File: src/rtl/csi2_1lane_pkt_rx.sv
// CSI-2 single-lane packet receiver.
// Finds the HS sync byte, parses the 4-byte packet header, forwards the
// long-packet payload one cycle after acceptance, and checks the payload
// CRC-16. It also flags bursts that end mid-packet and tracks the
// frame-start/frame-end state.
module csi2_1lane_pkt_rx #(
  parameter logic [7:0] SYNC_BYTE = 8'hB8
) (
  input  logic        clk_i,
  input  logic        reset_i,
  input  logic        hs_active_i,
  input  logic [7:0]  byte_i,
  input  logic        byte_en_i,
  output logic        hdr_valid_o,
  output logic [1:0]  vc_o,
  output logic [5:0]  dt_o,
  output logic [15:0] wc_o,
  output logic [7:0]  ecc_o,
  output logic [7:0]  pix_data_o,
  output logic        pix_valid_o,
  output logic        pkt_end_o,
  output logic        crc_err_o,
  output logic        trunc_err_o,
  output logic        fs_o,
  output logic        fe_o,
  output logic        frame_active_o
);

  typedef enum logic [2:0] {IDLE, HDR, PAYLOAD, CRC, WAIT_END} state_t;

  state_t      state, state_nxt;
  logic        acc;          // byte accepted this cycle
  logic [1:0]  hdr_idx;
  logic [7:0]  di_q, wc_lo_q, wc_hi_q, crc_lo_q;
  logic [15:0] cnt_q, crc_q;
  logic        crc_idx_q;
  logic        hdr_done, pay_beat, crc_done, trunc, is_short;

  assign acc      = byte_en_i & hs_active_i;
  assign is_short = (di_q[5:0] <= 6'h0F);

  // One byte through the reflected CRC-16 (poly 0x1021 reversed = 0x8408), LSB first.
  function automatic logic [15:0] crc16_byte(input logic [15:0] c, input logic [7:0] d);
    logic [15:0] r;
    logic        fb;
    r = c;
    for (int i = 0; i < 8; i++) begin
      fb = r[0] ^ d[i];
      r  = {1'b0, r[15:1]} ^ (fb ? 16'h8408 : 16'h0000);
    end
    return r;
  endfunction

  // State register.
  // NOTE: sequential state uses non-blocking assignments so every register samples pre-edge values.
  always_ff @(posedge clk_i or posedge reset_i) begin
    if (reset_i) state <= IDLE;
    else         state <= state_nxt;
  end

  // Next-state logic.
  always_comb begin
    // NOTE: a default first on every always_comb target keeps synthesis from inferring latches.
    state_nxt = state;
    case (state)
      IDLE:     if (acc && byte_i == SYNC_BYTE) state_nxt = HDR;
      HDR: begin
        if (trunc) state_nxt = IDLE;
        else if (hdr_done) begin
          if (is_short)                     state_nxt = WAIT_END;
          else if ({wc_hi_q, wc_lo_q} != '0) state_nxt = PAYLOAD;
          else                              state_nxt = CRC;
        end
      end
      PAYLOAD: begin
        if (trunc)                          state_nxt = IDLE;
        else if (pay_beat && cnt_q == 16'd1) state_nxt = CRC;
      end
      CRC: begin
        if (trunc)         state_nxt = IDLE;
        else if (crc_done) state_nxt = WAIT_END;
      end
      WAIT_END: if (!hs_active_i) state_nxt = IDLE;
      default:  state_nxt = IDLE;
    endcase
  end

  // Per-state event decode that drives the registered outputs and datapath.
  always_comb begin
    hdr_done = 1'b0;
    pay_beat = 1'b0;
    crc_done = 1'b0;
    trunc    = 1'b0;
    case (state)
      HDR: begin
        hdr_done = acc && (hdr_idx == 2'd3);
        trunc    = !hs_active_i;
      end
      PAYLOAD: begin
        pay_beat = acc;
        trunc    = !hs_active_i;
      end
      CRC: begin
        crc_done = acc && crc_idx_q;
        trunc    = !hs_active_i;
      end
      default: ;
    endcase
  end

  // Header capture, payload count, CRC accumulation and registered output pulses.
  always_ff @(posedge clk_i or posedge reset_i) begin
    if (reset_i) begin
      hdr_idx        <= '0;
      di_q           <= '0;
      wc_lo_q        <= '0;
      wc_hi_q        <= '0;
      crc_lo_q       <= '0;
      cnt_q          <= '0;
      crc_q          <= '0;
      crc_idx_q      <= 1'b0;
      hdr_valid_o    <= 1'b0;
      vc_o           <= '0;
      dt_o           <= '0;
      wc_o           <= '0;
      ecc_o          <= '0;
      pix_data_o     <= '0;
      pix_valid_o    <= 1'b0;
      pkt_end_o      <= 1'b0;
      crc_err_o      <= 1'b0;
      trunc_err_o    <= 1'b0;
      fs_o           <= 1'b0;
      fe_o           <= 1'b0;
      frame_active_o <= 1'b0;
    end else begin
      hdr_valid_o <= hdr_done;
      fs_o        <= hdr_done && (di_q[5:0] == 6'h00);
      fe_o        <= hdr_done && (di_q[5:0] == 6'h01);
      pix_valid_o <= pay_beat;
      pkt_end_o   <= crc_done;
      crc_err_o   <= crc_done && ({byte_i, crc_lo_q} != crc_q);
      trunc_err_o <= trunc;

      if (state == IDLE) hdr_idx <= '0;

      if (state == HDR && acc) begin
        case (hdr_idx)
          2'd0:    di_q    <= byte_i;
          2'd1:    wc_lo_q <= byte_i;
          2'd2:    wc_hi_q <= byte_i;
          default: ;
        endcase
        hdr_idx <= hdr_idx + 2'd1;
      end

      if (hdr_done) begin
        vc_o      <= di_q[7:6];
        dt_o      <= di_q[5:0];
        wc_o      <= {wc_hi_q, wc_lo_q};
        ecc_o     <= byte_i;
        cnt_q     <= {wc_hi_q, wc_lo_q};
        crc_q     <= 16'hFFFF;
        crc_idx_q <= 1'b0;
        if (di_q[5:0] == 6'h00) frame_active_o <= 1'b1;
        if (di_q[5:0] == 6'h01) frame_active_o <= 1'b0;
      end

      if (pay_beat) begin
        pix_data_o <= byte_i;
        cnt_q      <= cnt_q - 16'd1;
        crc_q      <= crc16_byte(crc_q, byte_i);
      end

      if (state == CRC && acc && !crc_idx_q) begin
        crc_lo_q  <= byte_i;
        crc_idx_q <= 1'b1;
      end
    end
  end

endmodule

File: config.mk
export PLATFORM = sky130hd
export DESIGN_NAME = csi2_1lane_pkt_rx
export DESIGN_NICKNAME = d
export VERILOG_FILES = /design/src/rtl/csi2_1lane_pkt_rx.sv
export SDC_FILE = /design/constraint.sdc
export NUM_CORES = 1
export LEC_CHECK = 0
export BUFFER_PORTS_ARGS = -buffer_cell sky130_fd_sc_hd__buf_2
export CORE_UTILIZATION = 40
export CTS_BUF_LIST = sky130_fd_sc_hd__clkbuf_4
export DETAILED_ROUTE_END_ITERATION = 6
export PLACE_DENSITY = 0.63
export SYNTH_ARGS = -nofsm -noshare
export SYNTH_HDL_FRONTEND = slang
export SYNTH_SLANG_ARGS = --single-unit
export TNS_END_PERCENT = 10
File: constraint.sdc
create_clock -name clk_i -period 3.45 [get_ports clk_i]
set_input_delay 0.5175 -clock clk_i [delete_from_list [all_inputs] [get_ports clk_i]]
set_output_delay 0.5175 -clock clk_i [all_outputs]
set_load 0.01 [all_outputs]
# Yosys cells after proc, flatten, opt, wreduce, memory -nomap -nowiden
# Index checks and enable logic that the tools add are counted.
# totals
inputBits,12
reg_bits,118
elab_cells,117
# classes
magnitude_cmp,1
bitwise_logic,17
reduce_logical,26
addsub,2
n_eq_ne,16
muxes,33
# op_table
op,count
16-bit 2-to-1 mux,12
15-bit by 16-bit bitwise XOR with 16-bit output,8
3-bit 2-to-1 mux,9
16-bit by 1-bit == test with 1-bit output (second input constant),1
16-bit inequality test,1
16-bit nonzero test,1
16-bit by 1-bit subtractor with 16-bit output (second input constant),1
3-bit case mux with 5 select lines,1
1-bit logical AND,10
1-bit 2-to-1 mux,9
3-bit inequality test (second input constant),3
8-bit == test (second input constant),1
2-bit AND reduction,4
2-bit nonzero test,4
1-bit bitwise XOR,8
3-bit by 2-bit == test with 1-bit output (second input constant),2
6-bit by 1-bit == test with 1-bit output (second input constant),1
6-bit by 4-bit less-or-equal comparator with 1-bit output (second input constant),1
6-bit logical NOT,1
5-bit AND reduction,1
2-bit == test (second input constant),2
2-bit 2-to-1 mux,2
2-bit inequality test (second input constant),2
3-bit by 1-bit == test with 1-bit output (second input constant),1
other kinds (8),9

# Longest topological paths before layout
# Gate-level depths: netlist of the first run.
# logic_depth
depth_word,25
depth_mapped,8
depth_no_buf,7

# Worst setup path before layout of the first run
# No wires, ideal clock.
# synth_path
path_kind,input-to-reg
start,input byte_i[7]
end,register state[1]
t_arrival_ps,1769
t_required_ps,3322
path_slack_ps,1553
n_path_buf,1
cell_stages,5
setup_time_ps,128
cell_sequence,clkbuf_1 -> nor4b_1 -> nand3_1 -> a311oi_2 -> mux2_1
# synth_via
elab_chain_cells,4
# synth_rtl
element,line_no,source
"start, declared",12,"input logic [7:0] byte_i,"
8-bit == test,66,IDLE: if (acc && byte_i == SYNC_BYTE) state_nxt = HDR;
1-bit logical AND,66,
2-bit inequality test (no line),-,
5-bit AND reduction (no line),-,
"end signal, assigned",58,else state <= state_nxt;
"end, declared",31,"state_t state, state_nxt;"
# Every way passes these cells.
# A chain may end at the register's enable or synchronous reset.

# Worst setup path in the final report of the first run
# layout_path
start,register state[2]
end,register cnt_q[5]
# layout_via
elab_chain_cells,3
word_cells_on_any_way,6
cone_classes,2 x eq/ne; 3 x mux; 1 x reduce/logical
# layout_rtl
element,line_no,source
3-bit by 2-bit == test with 1-bit output / 3-bit by 1-bit == test with 1-bit output (equally long branches),94,case (state)
1-bit 2-to-1 mux,94,
16-bit 2-to-1 mux / 2-bit nonzero test (equally long branches),-,
"end signal, assigned",161,"cnt_q <= {wc_hi_q, wc_lo_q};"
"end signal, assigned",170,cnt_q <= cnt_q - 16'd1;
"end, declared",35,"logic [15:0] cnt_q, crc_q;"
# Parallel ways exist; a longest one is shown, timed or not.

==> results.tsv, run 1 <==
metric	value	unit
status	finished clean	
clk_lat worst skew	0.53	ns
min Tclk post-route	2.21	ns
post-DR wirelength/cell	16.0	microns
register area share after synthesis	0.550	
Worst R2R Path Depth	5	
RePlAce Congestion	0.859	
Routed WL	12300	microns
TNS Setup	0	ns
Die H	118	microns
Cell Area, Synth	5370	sq um
Synth area leader	dfrtp_1	
Avg Cell Area, Syn	10.2	sq um
Initial DRT Pass Iterations	4	
Tot GR Track Use	0.188	
ANT nets after route	0	
Die W	118	microns
Worst Hold Class	in2async	
crit path DAT	2.63	ns
ys async rst share	1.00	
Final Setup Violations	0	
initial antenna violation count	0	
met1 usage	0.252	
post-synthesis instance total	528	
Leakage	3.05	nW
critical path launch point	state[2]$_DFFE_PP0P_	
Synthesis Warnings	0	
total gr overflow	0	
Setup Fix Bufs, Post-CTS	0	
Setup WS pre-CTS	1.14	ns
P&R area growth vs syn	13.8	%
Num CTS Buffers	17	
total of max-cap violations	0	
Max Buffers Root-to-Sink	2	
initial core utilization	0.418	
Max IR drop VDD	0.430	mV
core area	12800	sq um
final hold violation count	0	
CTS tree	built	
RR Endpoint	cnt_q[5]$_DFFE_PP0P_	
kind of critical path	reg2reg	
crit path launch type	flip-flop	
clock slew at reported path FFs	0.10	ns
skew final	0.0176	ns
fin cells	767	
critical-path maximum fanout	27	
worst setup margin	1.24	ns
final period utilization	0.641	
Post-DP HPWL	8290	microns
Post-CTS Hold Buffers	0	
Placed Cells incl. Taps	735	
area share of the largest cell type after synthesis	0.550	
Crit. End Element	flip-flop	
fin. max-slew vios	0	
layout cells sized above 1	0.234	
vias in the first global route	3889	
Worst slew margin	0.404	
met3 Usage GRT	0.0475	
met2 Usage GRT	0.289	
Critical Path RT	3.87	ns
global-route wire length before repair	20100	microns
Top FF cell, synth	dfrtp_1	
r2r startpoint	state[2]$_DFFE_PP0P_	
number of flops mapped to enable cells by yosys	0	
clock sinks	118	
CTS H-Tree Depth	4	
Ant. Diodes	0	
RSZ-0062 raised after global routing	false	
Worst Tran Pin Value	0.892	ns
largest net degree at the start of global routing	51	
PortBufs	59	
Power Dens Cells	757	nW/um^2
crit path capture	cnt_q[5]$_DFFE_PP0P_	
Final nets	600	
FMAX	452	MHz
post-synthesis register bit count	118	
layer with the highest usage	met2	
leading post-synthesis cells by cell area	dfrtp_1 55%, nand2_1 10%, mux2_2 6.9%, xnor2_1 5.7%, nor3_1 1.9%	
IO Count	60	
post-CTS resize count	0	
die area	13900	sq um
routed via count	3981	
Rows	41	
post-synth cell types	49	
via-per-instance ratio	5.19	
CTS root buf	clkbuf_4	
Iteration-0 DRC Markers	179	
R2R Setup Slk	1.24	ns
Syn Nets	546	
Post-route DRC	0	
## state kept, by name, indices dropped and copies added (netlist names), 2 cells and up
register and cells:
cnt_q 16, crc_q 16, wc_o 16, crc_lo_q 8, di_q 8, ecc_o 8
pix_data_o 8, wc_hi_q 8, wc_lo_q 8, dt_o 6, state 3, hdr_idx 2
vc_o 2
## worst max-delay path, cell delays in order, from the launching register on
cell and delay (ns):
dfrtp_1 0.46, and3b_1 0.34, nand2_2 0.36, nand2_1 0.47, o21ai_0 0.16, a221o_1 0.31
## area by class of cell
type	count	area [sq um]
clock buffers	20	150
inverters	12	48.8
well taps	172	215
fillers	1233	6720
repair buffers	64	345
clock inverters	12	159
multi-input cells	369	2230
flip-flops and latches	118	2950
## cell usage in the layout, fill, tap and decap left out, drive strengths merged, types with 4 or more instances in the layout
cell,netlist,final
a21oi,18,18
a311oi,4,4
buf,18,64
bufinv,0,4
clkbuf,11,20
clkinv,0,8
dfrtp,118,118
ha,6,6
inv,12,11
mux2,35,35
nand2,148,148
nand3,13,13
nand4,6,6
nor2,22,22
nor2b,4,4
nor3,20,20
nor4,9,9
o21ai,13,13
xnor2,35,35
xor2,5,5
## worst min path at each step
stage | startpoint | endpoint | slack [ns] | cells after the start
finish | reset_i | crc_q[9]$_DFFE_PP0P_ | 0.16 | 2
CTS | hs_active_i | trunc_err_o$_DFF_PP0_ | 0.15 | 2
global placement | di_q[0]$_DFFE_PP0P_ | fs_o$_DFF_PP0_ | 0.44 | 1
global route | hs_active_i | trunc_err_o$_DFF_PP0_ | 0.14 | 2
floorplan | di_q[0]$_DFFE_PP0P_ | fs_o$_DFF_PP0_ | 0.42 | 1
detailed placement | di_q[0]$_DFFE_PP0P_ | fs_o$_DFF_PP0_ | 0.44 | 1
## cells by family (layout without fill, tap and decap cells)
family                   count (synthesis)  in the layout  synth area share
AO/OA/AOI/OAI                           56             56            0.0693
XOR/XNOR                                40             40            0.0653
adder cells (fa/ha/maj)                  6              6            0.0140
buffers and inverters                   41            108            0.0334
flip-flops                             118            118             0.550
multiplexers                            35             35            0.0735
AND/OR/NAND/NOR                        232            232             0.194
## per-stage QoR
step / instance area [sq um] / hold slack (ns) / utilization / power, W
3_3_place_gp: 5800 / 0.440 / 0.452 / 0.00353
5_1_grt: 6100 / 0.141 / 0.476 / 0.00494
3_5_place_dp: 5800 / 0.444 / 0.452 / 0.00356
6_report: 6100 / 0.164 / 0.476 / 0.00462
2_1_floorplan: 5370 / 0.420 / - / 0.00320
4_1_cts: 6100 / 0.146 / 0.476 / 0.00465
## cells in the mapped netlist, drive strengths merged, types with 5 or more instances
master	count
a21oi	18
buf	18
clkbuf	11
dfrtp	118
ha	6
inv	12
mux2	35
nand2	148
nand3	13
nand4	6
nor2	22
nor3	20
nor4	9
o21ai	13
xnor2	35
xor2	5
## routing by layer
| metal | vias up | wire, microns | part of all wire |
|---|---|---|---|
| li1 | 1894 | - | - |
| met4 | 0 | 268 | 0.022 |
| met2 | 98 | 5730 | 0.47 |
| met3 | 19 | 561 | 0.046 |
| met5 | - | 0 | 0 |
| met1 | 1970 | 5730 | 0.47 |
## power by group
group	switching, W	leakage [nW]	internal (W)
logic	0.000669	1.34	0.000687
clock network	0.000497	0.171	0.000587
registers	0.000408	1.54	0.00178
total	0.00157	3.05	0.00305
Note: power is estimated with default switching activity, not from simulation.
==> run 2: changes to the inputs <==
--- a/config.mk
+++ b/config.mk
@@ -5,11 +5,12 @@
 export SDC_FILE = /design/constraint.sdc
 export NUM_CORES = 1
 export LEC_CHECK = 0
+export ABC_AREA = 1
 export BUFFER_PORTS_ARGS = -buffer_cell sky130_fd_sc_hd__buf_2
 export CORE_UTILIZATION = 40
 export CTS_BUF_LIST = sky130_fd_sc_hd__clkbuf_4
 export DETAILED_ROUTE_END_ITERATION = 6
-export PLACE_DENSITY = 0.63
+export PLACE_DENSITY = 0.61
 export SYNTH_ARGS = -nofsm -noshare
 export SYNTH_HDL_FRONTEND = slang
 export SYNTH_SLANG_ARGS = --single-unit
==> constraint.sdc (replaced) <==
create_clock -name clk_i -period 2.2 [get_ports clk_i]
set_input_delay 0.33 -clock clk_i [delete_from_list [all_inputs] [get_ports clk_i]]
set_output_delay 0.33 -clock clk_i [all_outputs]
set_load 0.01 [all_outputs]
==> run 2 against run 1 <==
Clock skew grew 0.0031 ns. Non-clock buffer count grew 8. Synthesized area grew 5.5%. Sequential power grew 49%. Combinational power grew 65%. Critical path type unchanged. Critical endpoint is now cnt_q[12]$_DFFE_PP0P_.
==> results.tsv, run 2 <==
metric	value	unit
status	finished clean	
Seq pwr share	0.440	
CTS tree	built	
TNS Setup	0	ns
ys async rst share	1.00	
Iteration-0 DRC Markers	239	
layout cells sized above 1	0.153	
Num CTS Buffers	17	
largest net degree at the start of global routing	44	
crit path DAT	2.32	ns
Final nets	776	
post-synth cell types	33	
post-synthesis register bit count	118	
total gr overflow	0	
fin cells	951	
Die H	121	microns
synth cell count leaders	216 x nand2_1, 118 x dfrtp_1, 76 x inv_1, 75 x o21ai_0, 56 x nor2_1	
r2r startpoint	state[1]$_DFFE_PP0P_	
Die W	121	microns
post-synthesis instance total	689	
Rows	43	
initial core utilization	0.409	
global-route wire length before repair	22800	microns
Avg Cell Area, Syn	8.22	sq um
initial antenna violation count	0	
clock slew at reported path FFs	0.10	ns
commonest cells after routing, fill and taps aside	216 x nand2_1, 118 x dfrtp_1, 75 x inv_1, 75 x o21ai_0, 59 x buf_2	
core area	13800	sq um
critical-path maximum fanout	22	
Initial DRT Pass Iterations	5	
Worst Hold Class	in2reg	
post-CTS resize count	0	
via-per-instance ratio	4.91	
RR Endpoint	cnt_q[12]$_DFFE_PP0P_	
Layout fillers	1352	
post-DR wirelength/cell	14.3	microns
final hold violation count	0	
Sw Ratio	0.373	
total of max-cap violations	0	
RePlAce Congestion	0.922	
Post-DP HPWL	9870	microns
total power	0.00738	W
Cell Int Power	0.00463	W
clk_lat worst skew	0.55	ns
Sw Pwr	0.00275	W
final period utilization	0.858	
skew final	0.0208	ns
number of flops mapped to enable cells by yosys	0	
Top FF cell, synth	dfrtp_1	
P&R area growth vs syn	14.5	%
crit path launch type	flip-flop	
Worst R2R Path Depth	7	
hold path depth	5	
Setup Fix Bufs, Post-CTS	0	
leading post-synthesis cells by cell area	dfrtp_1 52%, nand2_1 14%, o21ai_0 6.6%, inv_1 5.0%, nor2_1 3.7%	
routed via count	4672	
Synthesis Warnings	0	
Gate power share	0.304	
Synth area leader	dfrtp_1	
Worst slew margin	0.631	
Routed WL	13600	microns
Placed Cells incl. Taps	918	
worst setup margin	0.312	ns
fin. max-slew vios	0	
Cell Area, Synth	5660	sq um
vias in the first global route	4570	
commonest non-fill, non-tap cell in the layout	nand2_1	
Max IR drop VDD	0.627	mV
Top Registers	cnt_q (16), crc_q (16), wc_o (16)	
area share of the largest cell type after synthesis	0.522	
Final Setup Violations	0	
Worst Tran Pin Value	0.552	ns
RSZ-0062 raised after global routing	false	
FMAX	530	MHz
die area	14600	sq um
fin util	0.469	
R2R Setup Slk	0.31	ns
HP Start	hs_active_i	
Setup WS pre-CTS	0.347	ns
PortBufs	59	
most common cell in the netlist	nand2_1	
Hold EP	state[2]$_DFFE_PP0P_	
Crit. End Element	flip-flop	
IO Count	60	
Tot GR Track Use	0.206	
CTS root buf	clkbuf_4	
register area share after synthesis	0.522	
Post-route DRC	0	
min Tclk post-route	1.89	ns
kind of critical path	reg2reg	
ANT nets after route	0	
Syn Nets	707	
CTS H-Tree Depth	4	
clock sinks	118	
Power Dens Cells	1140	nW/um^2
Critical Path RT	2.63	ns
Ant. Diodes	0	
Leakage	3.47	nW
Max Buffers Root-to-Sink	2	
Clk network pwr share	0.256	
[run 2: cell type report]
| cell class | count | area [sq um] | share of cell area |
|---|---|---|---|
| flip-flops and latches | 118 | 2950 | 0.456 |
| multi-input cells | 469 | 2250 | 0.348 |
| inverters | 80 | 305 | 0.0471 |
| clock inverters | 13 | 204 | 0.0315 |
| repair buffers | 72 | 395 | 0.0610 |
| well taps | 180 | 225 | 0.0348 |
| clock buffers | 19 | 143 | 0.0220 |
[run 2: stage by stage]
| stage | instance area, sq um | hold WS (ns) |
|---|---|---|
| 2_1_floorplan | 5670 | 0.442 |
| 3_3_place_gp | 6120 | 0.289 |
| 3_5_place_dp | 6120 | 0.293 |
| 4_1_cts | 6480 | 0.106 |
| 5_1_grt | 6480 | 0.139 |
| 6_report | 6480 | 0.152 |
[run 2: what timing repair did]
item / 4_1_cts / 5_1_grt
hold endpoints to repair: 10 / 0
setup endpoints to repair: 0 / 0
hold buffers: 1 / 0
[run 2: power groups by stage]
| stage | registers [W] | clock network, W | logic, W |
|---|---|---|---|
| global route | 0.00332 | 0.00203 | 0.00257 |
| finish | 0.00325 | 0.00189 | 0.00224 |
| detailed placement | 0.00328 | 0 | 0.00224 |
| global placement | 0.00326 | 0 | 0.00218 |
| floorplan | 0.00322 | 0 | 0.00164 |
| CTS | 0.00324 | 0.00193 | 0.00225 |
[run 2: worst max path at each step]
stage,start,end,slack [ns]
finish,state[1]$_DFFE_PP0P_,cnt_q[12]$_DFFE_PP0P_,0.31
global route,state[1]$_DFFE_PP0P_,cnt_q[12]$_DFFE_PP0P_,0.14
CTS,state[1]$_DFFE_PP0P_,cnt_q[12]$_DFFE_PP0P_,0.32
detailed placement,state[2]$_DFFE_PP0P_,frame_active_o$_DFFE_PP0P_,0.35
global placement,hs_active_i,cnt_q[12]$_DFFE_PP0P_,0.39
floorplan,reset_i,cnt_q[0]$_DFFE_PP0P_,0.43
[run 2: layer usage]
layer  part of all wire  up-vias  GRT usage
met5                  0        -          0
met4              0.029        0      0.101
met3              0.052       30     0.0508
met2               0.46      116      0.323
met1               0.46     2211      0.265
li1                   -     2315          -
[run 2: kinds of logic after synthesis]
| kind of cell | Yosys count | share of synthesized area |
|---|---|---|
| AO/OA/AOI/OAI | 107 | 0.100 |
| XOR/XNOR | 29 | 0.0449 |
| adder cells (fa/ha/maj) | 6 | 0.0133 |
| buffers and inverters | 102 | 0.0802 |
| flip-flops | 118 | 0.522 |
| AND/OR/NAND/NOR | 327 | 0.240 |
[run 2: critical path: stages, from the launching register on]
cell and delay, ns:
dfrtp_1 0.49, nand2_2 0.12, nor3_4 0.17, nand2_2 0.24, inv_2 0.41, nand3_1 0.16, nand3_1 0.10, nand3b_1 0.07
==> run 3: changes to the inputs <==
--- a/config.mk
+++ b/config.mk
@@ -6,7 +6,7 @@
 export NUM_CORES = 1
 export LEC_CHECK = 0
 export ABC_AREA = 1
-export BUFFER_PORTS_ARGS = -buffer_cell sky130_fd_sc_hd__buf_2
+export BUFFER_PORTS_ARGS = -buffer_cell sky130_fd_sc_hd__clkbuf_2
 export CORE_UTILIZATION = 40
 export CTS_BUF_LIST = sky130_fd_sc_hd__clkbuf_4
 export DETAILED_ROUTE_END_ITERATION = 6
==> run 3 against run 2 <==
Non-clock buffer count is 3 lower. Sequential share of layout area increased by 0.42 points. Design area decreased by 0.91%. Sequential power about the same. Clock-buffer cell count unchanged.
==> results.tsv, run 3 (same netlist as run 2, synthesis figures left out) <==
metric	value	unit
status	finished clean	
Leakage	3.41	nW
post-DR wirelength/cell	14.3	microns
crit-path cells	nand2_2, nor3_4, nand2_2, inv_2, nand3_1, nand3_1, nand3b_1	
Critical Path RT	2.61	ns
fin. max-slew vios	0	
critical-path maximum fanout	22	
total of max-cap violations	0	
layout cells sized above 1	0.151	
core area	13800	sq um
initial core utilization	0.409	
Power Dens Cells	1110	nW/um^2
commonest non-fill, non-tap cell in the layout	nand2_1	
initial antenna violation count	0	
metal2 WL	6460	microns
vias in the first global route	4386	
Sw Pwr	0.00274	W
PortBufs	59	
die area	14600	sq um
Ant. Diodes	0	
Layout fillers	1392	
min Tclk post-route	1.90	ns
max layer used	met4	
Die H	121	microns
global-route wire length before repair	22300	microns
total gr overflow	0	
Sw Ratio	0.384	
Tot GR Track Use	0.201	
Crit. End Element	flip-flop	
Routed WL	13600	microns
Seq pwr share	0.455	
Iteration-0 DRC Markers	323	
FMAX	525	MHz
Post-route DRC	0	
CTS root buf	clkbuf_4	
crit path launch type	flip-flop	
via-per-instance ratio	4.90	
multi-input logic area	2250	sq um
Top Registers	cnt_q (16), crc_q (16), wc_o (16)	
Worst slew margin	0.573	
CTS tree	built	
final hold violation count	0	
clock slew at reported path FFs	0.10	ns
Post-DP HPWL	9580	microns
final period utilization	0.866	
WL met1	6260	microns
ANT nets after route	0	
Setup Fix Bufs, Post-CTS	0	
kind of critical path	reg2reg	
crit path DAT	2.31	ns
RePlAce Congestion	0.907	
IO Count	60	
TNS Setup	0	ns
Crit-path slowest cell	dfrtp_1	
skew final	0.0242	ns
register area	2950	sq um
P&R area growth vs syn	13.4	%
Worst Tran Pin Value	0.641	ns
Initial DRT Pass Iterations	5	
fin cells	948	
Max Buffers Root-to-Sink	2	
Gate power share	0.314	
largest net degree at the start of global routing	119	
clock sinks	118	
DR WL met3	612	microns
clk_lat worst skew	0.54	ns
Final nets	773	
routed via count	4649	
Die W	121	microns
CTS H-Tree Depth	4	
Max IR drop VDD	0.477	mV
Final Setup Violations	0	
Num CTS Buffers	17	
commonest cells after routing, fill and taps aside	216 x nand2_1, 118 x dfrtp_1, 75 x inv_1, 75 x o21ai_0, 59 x clkbuf_2	
slowest stage delay, CP	0.49	ns
Placed Cells incl. Taps	915	
Worst Hold Class	in2reg	
Cell Int Power	0.00440	W
RSZ-0062 raised after global routing	false	
Rows	43	
Clk network pwr share	0.230	
==> run 3: final cells by class <==
type / count / area share
Clock buffer: 19 / 0.0222
Clock inverter: 13 / 0.0242
Inverter: 80 / 0.0475
Multi-Input combinational cell: 469 / 0.351
Sequential cell: 118 / 0.460
Tap cell: 180 / 0.0351
Timing Repair Buffer: 69 / 0.0600
==> run 3: critical path, delay by kind of cell, from the launching register on <==
family / cells / cell delay [ns]
buf+inv: 1 / 0.42
simple gates: 6 / 0.87
flops: 1 / 0.49
==> run 3: power groups by stage <==
stage | clock (W) | sequential, W | combinational, W
after global placement | 0 | 0.00326 | 0.00218
after CTS | 0.00169 | 0.00324 | 0.00225
after global routing | 0.00178 | 0.00332 | 0.00257
after detailed placement | 0 | 0.00328 | 0.00224
after floorplan | 0 | 0.00322 | 0.00164
final | 0.00164 | 0.00325 | 0.00224
==> run 3: metal layers <==
metal  vias up  track usage
li1       2313            -
met1      2192        0.274
met2       124        0.311
met3        20       0.0475
met4         0       0.0772
met5         -            0
==> run 3: final timing paths <==
check | depth (start not counted) | from | end | slack [ns]
setup / recovery | 7 | state[1]$_DFFE_PP0P_ | cnt_q[12]$_DFFE_PP0P_ | 0.30
hold / removal | 5 | hs_active_i | state[2]$_DFFE_PP0P_ | 0.18
setup reg to reg | 7 | state[1]$_DFFE_PP0P_ | cnt_q[12]$_DFFE_PP0P_ | 0.30
hold reg to reg | 2 | di_q[6]$_DFFE_PP0P_ | vc_o[0]$_DFFE_PP0P_ | 0.48
max in group asynchronous | 4 | reset_i | crc_q[8]$_DFFE_PP0P_ | 1.21
min in group asynchronous | 4 | reset_i | crc_q[5]$_DFFE_PP0P_ | 0.50
==> run 3: per-stage QoR <==
| stage | util | hold slack, ns | instance area, sq um | total power [W] | setup slack [ns] |
|---|---|---|---|---|---|
| 4_1_cts | 0.464 | 0.138 | 6420 | 0.00719 | 0.301 |
| 2_1_floorplan | - | 0.442 | 5670 | 0.00485 | 0.429 |
| 3_3_place_gp | 0.442 | 0.462 | 6110 | 0.00544 | 0.389 |
| 6_report | 0.464 | 0.185 | 6420 | 0.00714 | 0.295 |
| 5_1_grt | 0.464 | 0.154 | 6420 | 0.00767 | 0.155 |
| 3_5_place_dp | 0.442 | 0.465 | 6110 | 0.00552 | 0.329 |
==> run 3: what timing repair did <==
item                                   CTS  global route
hold buffers                             1             0
gates resized for setup                  0             0
endpoints found under the hold margin  118             0
